## config.mk

```make
export PLATFORM = sky130hd
export DESIGN_NAME = mips_regfile_mp_flat
export DESIGN_NICKNAME = d
export VERILOG_FILES = /design/src/rtl/mips_rf_pkg.sv /design/src/rtl/mips_regfile_mp_if.sv /design/src/rtl/mips_rf_scoreboard.sv /design/src/rtl/mips_regfile_mp.sv /design/src/flat_wrapper.sv
export SDC_FILE = /design/constraint.sdc
export NUM_CORES = 2
export LEC_CHECK = 0
export CAP_MARGIN = 25
export CORE_MARGIN = 4
export CORE_UTILIZATION = 57
export DETAILED_ROUTE_END_ITERATION = 6
export GPL_TIMING_DRIVEN = 0
export PLACE_DENSITY = 0.84
export SLEW_MARGIN = 40
export SYNTH_ARGS = -nofsm -noshare
export SYNTH_HDL_FRONTEND = slang
export SYNTH_SLANG_ARGS = --single-unit
```

## constraint.sdc

```tcl
create_clock -name CLK -period 37.1 [get_ports CLK]
set_clock_uncertainty 0.1 [all_clocks]
set_input_delay 5.565 -clock CLK [delete_from_list [all_inputs] [get_ports CLK]]
set_output_delay 5.565 -clock CLK [all_outputs]
set_load 0.005 [all_outputs]
```

## src/rtl/mips_rf_pkg.sv

```systemverilog
// Shared types and constants for the multi-port MIPS register file.
// The optional same-cycle write-to-read bypass is selected by REGFILE_BYPASS_EN.
package mips_rf_pkg;

    localparam int DATA_W_DEF = 32;
    localparam int ADDR_W_DEF = 5;
    localparam int NREGS      = 1 << ADDR_W_DEF;

    typedef logic [ADDR_W_DEF-1:0] reg_addr_t;
    typedef logic [DATA_W_DEF-1:0] reg_data_t;

    localparam reg_addr_t REG_ZERO = '0;

endpackage

```

## src/rtl/mips_regfile_mp_if.sv

```systemverilog
// Bus interface of the register file: read ports, two writeback ports,
// issue/flush controls for the in-flight-write scoreboard and the pending count.
// Option macro affecting the attached file: REGFILE_BYPASS_EN.
//
// Control semantics: WE0/WE1, ISSUE and FLUSH are single-cycle strobes sampled
// on the rising clock edge; there is no ready/back-pressure, every strobe seen
// at an edge takes effect at that edge. Read outputs are combinational.
interface mips_regfile_mp_if #(
    parameter int DATA_W = 32,
    parameter int ADDR_W = 5,
    parameter int NUM_RD = 2
);
    logic [NUM_RD*ADDR_W-1:0] RA;
    logic [NUM_RD*DATA_W-1:0] RD;
    logic [NUM_RD-1:0]        RD_PEND;
    logic                     WE0;
    logic [ADDR_W-1:0]        WA0;
    logic [DATA_W-1:0]        WD0;
    logic                     WE1;
    logic [ADDR_W-1:0]        WA1;
    logic [DATA_W-1:0]        WD1;
    logic                     ISSUE;
    logic [ADDR_W-1:0]        IA;
    logic                     FLUSH;
    logic [ADDR_W:0]          PEND_CNT;

    modport master (
        output RA, WE0, WA0, WD0, WE1, WA1, WD1, ISSUE, IA, FLUSH,
        input  RD, RD_PEND, PEND_CNT
    );

    modport slave (
        input  RA, WE0, WA0, WD0, WE1, WA1, WD1, ISSUE, IA, FLUSH,
        output RD, RD_PEND, PEND_CNT
    );
endinterface

```

## src/rtl/mips_rf_scoreboard.sv

```systemverilog
// In-flight-write scoreboard: one pending bit per register plus a registered
// count of pending registers maintained incrementally.
// Priority per register: flush > set > clear.
module mips_rf_scoreboard #(
    parameter int ADDR_W = 5
) (
    input  logic                   CLK,
    input  logic                   RESET,
    input  logic                   set_en,     // already qualified issue (no r0, no flush)
    input  logic [ADDR_W-1:0]      set_addr,
    input  logic                   clr0_en,    // qualified write on port 0
    input  logic [ADDR_W-1:0]      clr0_addr,
    input  logic                   clr1_en,    // qualified write on port 1
    input  logic [ADDR_W-1:0]      clr1_addr,
    input  logic                   flush,
    output logic [(1<<ADDR_W)-1:0] pend,
    output logic [ADDR_W:0]        pend_cnt
);
    import mips_rf_pkg::*;

    logic [(1<<ADDR_W)-1:0] pend_nxt;
    logic                   inc;
    logic                   dec0;
    logic                   dec1;

    // Next pending vector and counter deltas; a set on the same address as a clear survives.
    always_comb begin
        pend_nxt = pend;
        if (clr0_en) pend_nxt[clr0_addr] = 1'b0;
        if (clr1_en) pend_nxt[clr1_addr] = 1'b0;
        if (set_en)  pend_nxt[set_addr]  = 1'b1;

        inc  = set_en && !pend[set_addr];
        dec0 = clr0_en && pend[clr0_addr] && !(set_en && set_addr == clr0_addr);
        // Both ports retiring the same register count as one clear.
        dec1 = clr1_en && pend[clr1_addr] && !(set_en && set_addr == clr1_addr)
               && !(clr0_en && clr0_addr == clr1_addr);
    end

    // Pending state and counter; flush discards everything.
    always_ff @(posedge CLK or posedge RESET) begin
        if (RESET) begin
            pend     <= '0;
            pend_cnt <= '0;
        end else if (flush) begin
            pend     <= '0;
            pend_cnt <= '0;
        end else begin
            pend     <= pend_nxt;
            pend_cnt <= pend_cnt + (ADDR_W+1)'(inc) - (ADDR_W+1)'(dec0) - (ADDR_W+1)'(dec1);
        end
    end

endmodule

```

## src/rtl/mips_regfile_mp.sv

```systemverilog
// Multi-port GPR file for the pipelined MIPS core: NUM_RD combinational read
// ports, two writeback ports (port 1 wins on address collision), optional
// hardwired zero register and an in-flight-write scoreboard.
// Define REGFILE_BYPASS_EN to forward same-cycle write data to the read ports.
module mips_regfile_mp #(
    parameter int DATA_W   = 32,
    parameter int ADDR_W   = 5,
    parameter int NUM_RD   = 2,
    parameter int ZERO_REG = 1
) (
    input logic              CLK,
    input logic              RESET,
    mips_regfile_mp_if.slave bus
);
    import mips_rf_pkg::*;

    localparam int NREGS_P = 1 << ADDR_W;
    localparam logic [ADDR_W-1:0] ZADDR = ADDR_W'(REG_ZERO);

    logic [DATA_W-1:0]  mem [NREGS_P];
    logic [NREGS_P-1:0] pend;
    logic               wr0;
    logic               wr1;
    logic               iss_ok;
    logic [ADDR_W-1:0]  ra_v [NUM_RD];

    // r0 is invisible to writes and issues when it is hardwired to zero.
    assign wr0    = bus.WE0 && (ZERO_REG == 0 || bus.WA0 != ZADDR);
    assign wr1    = bus.WE1 && (ZERO_REG == 0 || bus.WA1 != ZADDR);
    assign iss_ok = bus.ISSUE && !bus.FLUSH && (ZERO_REG == 0 || bus.IA != ZADDR);

    // Storage array; port 1 is written last so it wins a same-address collision.
    always_ff @(posedge CLK or posedge RESET) begin
        if (RESET) begin
            for (int i = 0; i < NREGS_P; i++) mem[i] <= '0;
        end else begin
            if (wr0) mem[bus.WA0] <= bus.WD0;
            if (wr1) mem[bus.WA1] <= bus.WD1;
        end
    end

    mips_rf_scoreboard #(.ADDR_W(ADDR_W)) u_sb (
        .CLK       (CLK),
        .RESET     (RESET),
        .set_en    (iss_ok),
        .set_addr  (bus.IA),
        .clr0_en   (wr0),
        .clr0_addr (bus.WA0),
        .clr1_en   (wr1),
        .clr1_addr (bus.WA1),
        .flush     (bus.FLUSH),
        .pend      (pend),
        .pend_cnt  (bus.PEND_CNT)
    );

    // Read muxes: stored state, optionally overridden by same-cycle writes, r0 forced to zero.
    always_comb begin
        bus.RD      = '0;
        bus.RD_PEND = '0;
        for (int p = 0; p < NUM_RD; p++) begin
            ra_v[p] = bus.RA[p*ADDR_W +: ADDR_W];
            bus.RD[p*DATA_W +: DATA_W] = mem[ra_v[p]];
            bus.RD_PEND[p]             = pend[ra_v[p]];
`ifdef REGFILE_BYPASS_EN
            if (wr1 && bus.WA1 == ra_v[p]) begin
                bus.RD[p*DATA_W +: DATA_W] = bus.WD1;
            end else if (wr0 && bus.WA0 == ra_v[p]) begin
                bus.RD[p*DATA_W +: DATA_W] = bus.WD0;
            end
            if (((wr0 && bus.WA0 == ra_v[p]) || (wr1 && bus.WA1 == ra_v[p]))
                && !(iss_ok && bus.IA == ra_v[p])) begin
                bus.RD_PEND[p] = 1'b0;
            end
`endif
            if (ZERO_REG != 0 && ra_v[p] == ZADDR) begin
                bus.RD[p*DATA_W +: DATA_W] = '0;
                bus.RD_PEND[p]             = 1'b0;
            end
        end
    end

endmodule

```

## src/flat_wrapper.sv

```systemverilog
// flat-port wrapper written by rule: the top's interface ports become plain ports
module mips_regfile_mp_flat import mips_rf_pkg::*;
#(
    parameter int DATA_W   = 32,
    parameter int ADDR_W   = 5,
    parameter int NUM_RD   = 2,
    parameter int ZERO_REG = 1
)
  (CLK, RESET, bus_RA, bus_WE0, bus_WA0, bus_WD0, bus_WE1, bus_WA1, bus_WD1, bus_ISSUE, bus_IA, bus_FLUSH, bus_RD, bus_RD_PEND, bus_PEND_CNT);
  mips_regfile_mp_if #(.DATA_W(DATA_W), .ADDR_W(ADDR_W), .NUM_RD(NUM_RD)) bus_i ();
  input logic CLK;
  input logic RESET;
  input wire logic [$bits(bus_i.RA)-1:0] bus_RA;
  input wire logic [$bits(bus_i.WE0)-1:0] bus_WE0;
  input wire logic [$bits(bus_i.WA0)-1:0] bus_WA0;
  input wire logic [$bits(bus_i.WD0)-1:0] bus_WD0;
  input wire logic [$bits(bus_i.WE1)-1:0] bus_WE1;
  input wire logic [$bits(bus_i.WA1)-1:0] bus_WA1;
  input wire logic [$bits(bus_i.WD1)-1:0] bus_WD1;
  input wire logic [$bits(bus_i.ISSUE)-1:0] bus_ISSUE;
  input wire logic [$bits(bus_i.IA)-1:0] bus_IA;
  input wire logic [$bits(bus_i.FLUSH)-1:0] bus_FLUSH;
  output wire logic [$bits(bus_i.RD)-1:0] bus_RD;
  output wire logic [$bits(bus_i.RD_PEND)-1:0] bus_RD_PEND;
  output wire logic [$bits(bus_i.PEND_CNT)-1:0] bus_PEND_CNT;
  assign bus_i.RA = bus_RA;
  assign bus_i.WE0 = bus_WE0;
  assign bus_i.WA0 = bus_WA0;
  assign bus_i.WD0 = bus_WD0;
  assign bus_i.WE1 = bus_WE1;
  assign bus_i.WA1 = bus_WA1;
  assign bus_i.WD1 = bus_WD1;
  assign bus_i.ISSUE = bus_ISSUE;
  assign bus_i.IA = bus_IA;
  assign bus_i.FLUSH = bus_FLUSH;
  assign bus_RD = bus_i.RD;
  assign bus_RD_PEND = bus_i.RD_PEND;
  assign bus_PEND_CNT = bus_i.PEND_CNT;
  mips_regfile_mp #(.DATA_W(DATA_W), .ADDR_W(ADDR_W), .NUM_RD(NUM_RD), .ZERO_REG(ZERO_REG)) u_core (.CLK(CLK), .RESET(RESET), .bus(bus_i));
endmodule
```

After elaboration in Yosys (flattened, before gate mapping)

Cells that the tools add are included.
W data, S select, Z words.

Flip-flop bits (word level): 1062
Logic and storage cells: 130
Bits of input ports: 95

$lt $le $gt $ge: 14
Equal/unequal tests: 3
Add/sub/neg operators: 3
Muxes and demuxes: 39
Reductions and logical operators: 28
Bitwise operators: 9

Operators by type and width:

| operator             | number |
|---|---|
| $bwmux W1024         | 2 |
| $mux W1024           | 2 |
| $mux W32             | 12 |
| $bmux W32 S5         | 2 |
| $demux W32 S5        | 2 |
| $and A32 B32 Y32     | 2 |
| $not A32 Y32         | 2 |
| $or A32 B32 Y32      | 1 |
| $lt A5 B6 Y1 const B | 5 |
| $bmux W1 S5          | 5 |
| $ge A6 B6 Y1 const B | 4 |
| $not A5 Y6           | 4 |
| $logic_and A1 B1 Y1  | 18 |
| $demux W1 S5         | 3 |
| $eq A5 B5 Y1         | 3 |
| $ge A5 B1 Y1 const B | 3 |
| $reduce_bool A5 Y1   | 3 |
| $lt A6 B1 Y1 const B | 2 |
| $sub A6 B1 Y6        | 2 |
| $logic_not A5 Y1     | 2 |
| $mux W1              | 10 |
| $add A6 B1 Y6        | 1 |
| $mux W6              | 1 |
| $logic_not A1 Y1     | 5 |

Longest topological paths before layout

Depth after elaboration: 12
Gate-level depth with buffers: 18
Mapped depth without buffers: 16

Hierarchy

Synthesis repeated with hierarchy kept, for this count alone.

Cell total of the unflattened synthesis: 6464
Area, all modules: 67118.1 um^2

Modules (own cells, without submodules):

| module             | area an instance (um^2) | cells an instance | sequential area each (um^2) | instances |
|---|---|---|---|---|
| mips_regfile_mp    | 63851.2                 | 6112              | 25624.6                     | 1 |
| mips_rf_scoreboard | 3266.9                  | 352               | 950.9                       | 1 |

Worst setup path before layout

Ideal clock, no wire load.

Path type: input to output
From: input bus_RA[0]
To: output bus_RD[10]
Stages: 7
Path slack: 24.445 ns
Data arrival time: 6.990 ns
Data required time: 31.435 ns
Cells stage by stage: buf_2 -> buf_4 -> buf_4 -> buf_4 -> mux4_2 -> a22oi_1 -> a31oi_1

Cells in the longest elaborated chain, start to end: 5
Elaborated cells on any way between the ends: 6

RTL lines:

| element                                      | RTL line              | RTL |
|---|---|---|
| from (decl)                                  | flat_wrapper.sv:13    | `input wire logic [$bits(bus_i.RA)-1:0] bus_RA;` |
| $not A5 Y6 (not written as such)             | mips_regfile_mp.sv:62 | `bus.RD[p*DATA_W +: DATA_W] = mem[ra_v[p]];` |
| $bmux W32 S5                                 | mips_regfile_mp.sv:62 |  |
| $mux W32 (not written as such) (2 in series) | mips_regfile_mp.sv:62 |  |
| $mux W32 *                                   | mips_regfile_mp.sv:75 | `if (ZERO_REG != 0 && ra_v[p] == ZADDR) begin` |
| to (decl)                                    | flat_wrapper.sv:23    | `output wire logic [$bits(bus_i.RD)-1:0] bus_RD;` |

Mark *: on every way between the ends. The rest lies on a longest branch, timed or not. The select of a mux whose other input is x is not followed.

Final worst setup path

From: input bus_RA[7]
To: output bus_RD[33]

Same word-level chain as after synthesis.

==> impl_metrics.tcl <==
set metrics [dict create \
    status "finished with violations" \
    violations "design-rule violations" \
    holdWs_ns 0.381 \
    grt_pass1_wl_mm 457 \
    crit_path_end_kind "output port" \
    rsz0062_at_grt "false" \
    period_share_pct 42.1 \
    place_ws_ns 21.93 \
    nets 6505 \
    clk_pin_slew_worst_paths_ns 0.06 \
    power_mw 4.07 \
    netlist_instances 6104 \
    peakVddDrop_mv 0.0444 \
    routed_wl_mm 331 \
    hold_path.class "reg -> reg" \
    ys_async_sr_fraction_pct 100 \
    mostFrequentLayoutCells "dfrtp_1 (1,062), mux2i_1 (970), nor2_1 (625)" \
    r2r_setup_slack_ns 33.08 \
    stdcell_area_sq_mm 0.0744 \
    intPower_mw 2.70 \
    arrival_ns 9.96 \
    synth_edf_count 0 \
    yosysWarnings 0 \
    die_w_um 349 \
    clock-root-buffer "clkbuf_16" \
    slew_headroom_pct 25.9 \
    grt_start_max_net_pins 83 \
    critPathKind "in -> out" \
    drive_gt1_share_pct 18.6 \
    postCtsSetupRepairBufs 0 \
    postPlaceCellArea_sq_mm 0.0702 \
    p_switching_mw 1.37 \
    clock_path_buffers 3 \
    worst_slew_pin_slew_ns 1.11 \
    crit_required_ns 31.44 \
    leakage_nw 32.1 \
    via_per_inst 7.88 \
    yosys_most_used_dff "dfrtp_1" \
    syn_area_sq_mm 0.0662 \
    first_pass_iters 7 \
    cts_made_buffers 118 \
    io-pin-count 167 \
    synth_fp_nets 6207 \
    antenna_found_initial 33 \
    power_density_mw_per_mm2 54.7 \
    cts_resized 0 \
    slew_violations 0 \
    globalRouteTotalUtil_pct 53.6 \
    fmax_mhz 64.0 \
    drc 490 \
    wire_per_inst_um 41.2 \
    cts_tree "yes" \
    hold_buffers 0 \
    clock-sinks 1062 \
    grt_pass1_vias 60500 \
    crit_path_start_kind "input pin" \
    fin_crit_ns 15.63 \
    syn2layout_area_growth_pct 12.5 \
    power_frac_seq_pct 42.0 \
    num_rows 124 \
    place_hpwl_mm 237 \
    detail-route-antenna-nets 0 \
    ys_ff_latch 1062 \
    io_buffers 155 \
    switching_share_pct 33.6 \
    clkLatencyLatePin_ns 0.76 \
    ys_seq_area_share_pct 40.2 \
    core_area_sq_mm 0.115 \
    crit_fanout 10 \
    setup_slack_ns 21.47 \
    dieArea_sq_mm 0.122 \
    drtIter0Drc 12900 \
    start_util_pct 57.6 \
    yosysUniqueCellTypes 61 \
    htree_levels 3 \
    tns_ns 0 \
    p_comb_share_pct 27.1 \
    avgSynthCellArea_sq_um 10.8 \
    fill_cells 9056 \
    setup_viol 0 \
    die_h_um 349 \
    cap_violations 0 \
    hold_viol_final 0 \
    grt_overflow 0 \
    vias 63400 \
    final_common_cell "dfrtp_1" \
    power_frac_clock_pct 30.9 \
    place_congestion 1.11 \
]
-- logic make-up (layout without fill, tap and decap cells) --
family | after synthesis | count (layout) | share of synthesized area (%)
mux | 1516 | 1516 | 33.2
buf+inv | 795 | 1188 | 5.49
other cells | 0 | 32 | 0
simple gates | 1214 | 1214 | 7.52
fa+ha+maj | 8 | 8 | 0.174
compound gates | 1490 | 1490 | 13.2
xor+xnor | 19 | 19 | 0.251
flops | 1062 | 1062 | 40.2
-- worst paths after layout --
check                                           from                       to  cells past startpoint
worst max-delay path                       bus_RA[7]               bus_RD[33]                      9
worst min-delay path                u_core.mem[1012]         u_core.mem[1012]                      1
worst max register to register  u_core.u_sb.pend[20]  u_core.u_sb.pend_cnt[5]                     16
worst min register to register      u_core.mem[1012]         u_core.mem[1012]                      1
max in group asynchronous                      RESET            u_core.mem[6]                      7
min in group asynchronous                      RESET          u_core.mem[733]                      2
-- stage by stage --
| stage | utilization (%) | cells |
|---|---|---|
| after floorplan | - | 6104 |
| after global placement | 60.6 | 7771 |
| after detailed placement | 61.2 | 7792 |
| after CTS | 64.7 | 8007 |
| after global routing | 64.8 | 8019 |
| final | 64.8 | 8041 |
-- registers in the layout, indices dropped and copies added (netlist names) --
name / count
u_core.mem: 1024
u_core.u_sb.pend: 32
u_core.u_sb.pend_cnt: 6
-- power groups by stage --
stage	clock, mW	sequential, mW	combinational, mW
finish	1.26	1.71	1.10
global route	1.28	1.73	1.15
CTS	1.24	1.68	1.05
detailed placement	0	1.70	1.04
global placement	0	1.68	1.00
floorplan	0	1.62	0.734
-- area by class of cell --
type	count	area, sq um	area share (%)
Antenna cell	32	80.1	0.108
Buffer	775	3710	4.98
Clock buffer	170	3430	4.61
Clock inverter	45	566	0.760
Inverter	20	82.6	0.111
Multi-Input combinational cell	4247	36100	48.5
Sequential cell	1062	26600	35.7
Tap cell	1512	1890	2.54
Timing Repair Buffer	178	2020	2.72
-- critical path, stage by stage --
cell	delay, ns
clkdlybuf4s50_1	0.54
buf_2	0.34
buf_2	0.38
nand2_1	0.39
clkbuf_2	0.74
o22ai_1	0.19
a211o_1	0.51
a31oi_1	0.63
clkdlybuf4s50_1	0.64
-- routing by layer --
| metal | routed length [um] | vias up | global-route usage, % |
|---|---|---|---|
| met5 | 1930 | - | 8.59 |
| met2 | 128000 | 7074 | 70.2 |
| met4 | 29600 | 49 | 34.7 |
| li1 | - | 23200 | - |
| met3 | 63900 | 2042 | 34.5 |
| met1 | 108000 | 31000 | 63.9 |
-- cells in the mapped netlist, types with 3 or more instances --
master	number	area, sq um
a211o_1	66	578
a21oi_1	596	2980
a22oi_1	141	1060
a31oi_1	66	413
a32oi_1	119	1040
and2_1	5	31.3
and3_1	5	31.3
and3b_1	3	26.3
and4_1	3	26.3
buf_1	53	199
buf_2	188	941
buf_4	71	533
buf_6	19	214
clkbuf_1	441	1660
clkbuf_2	3	15.0
dfrtp_1	1062	26600
ha_1	6	75.1
inv_1	20	75.1
mux2i_1	970	9710
mux4_2	544	12300
nand2_1	464	1740
nand2_2	10	62.6
nand2b_1	7	43.8
nand3_1	3	15.0
nand3b_1	13	97.6
nand4_1	3	18.8
nand4b_1	4	35.0
nor2_1	626	2350
nor2_2	18	113
nor2b_1	13	81.3
nor3_1	9	45.0
nor3b_1	4	30.0
nor3b_2	3	37.5
o21ai_0	345	1730
o21ai_1	74	370
o22ai_1	70	438
o311ai_0	3	26.3
or3_1	7	43.8
xnor2_1	9	78.8
xor2_1	10	87.6
Note: power is estimated with default switching activity, not from simulation.
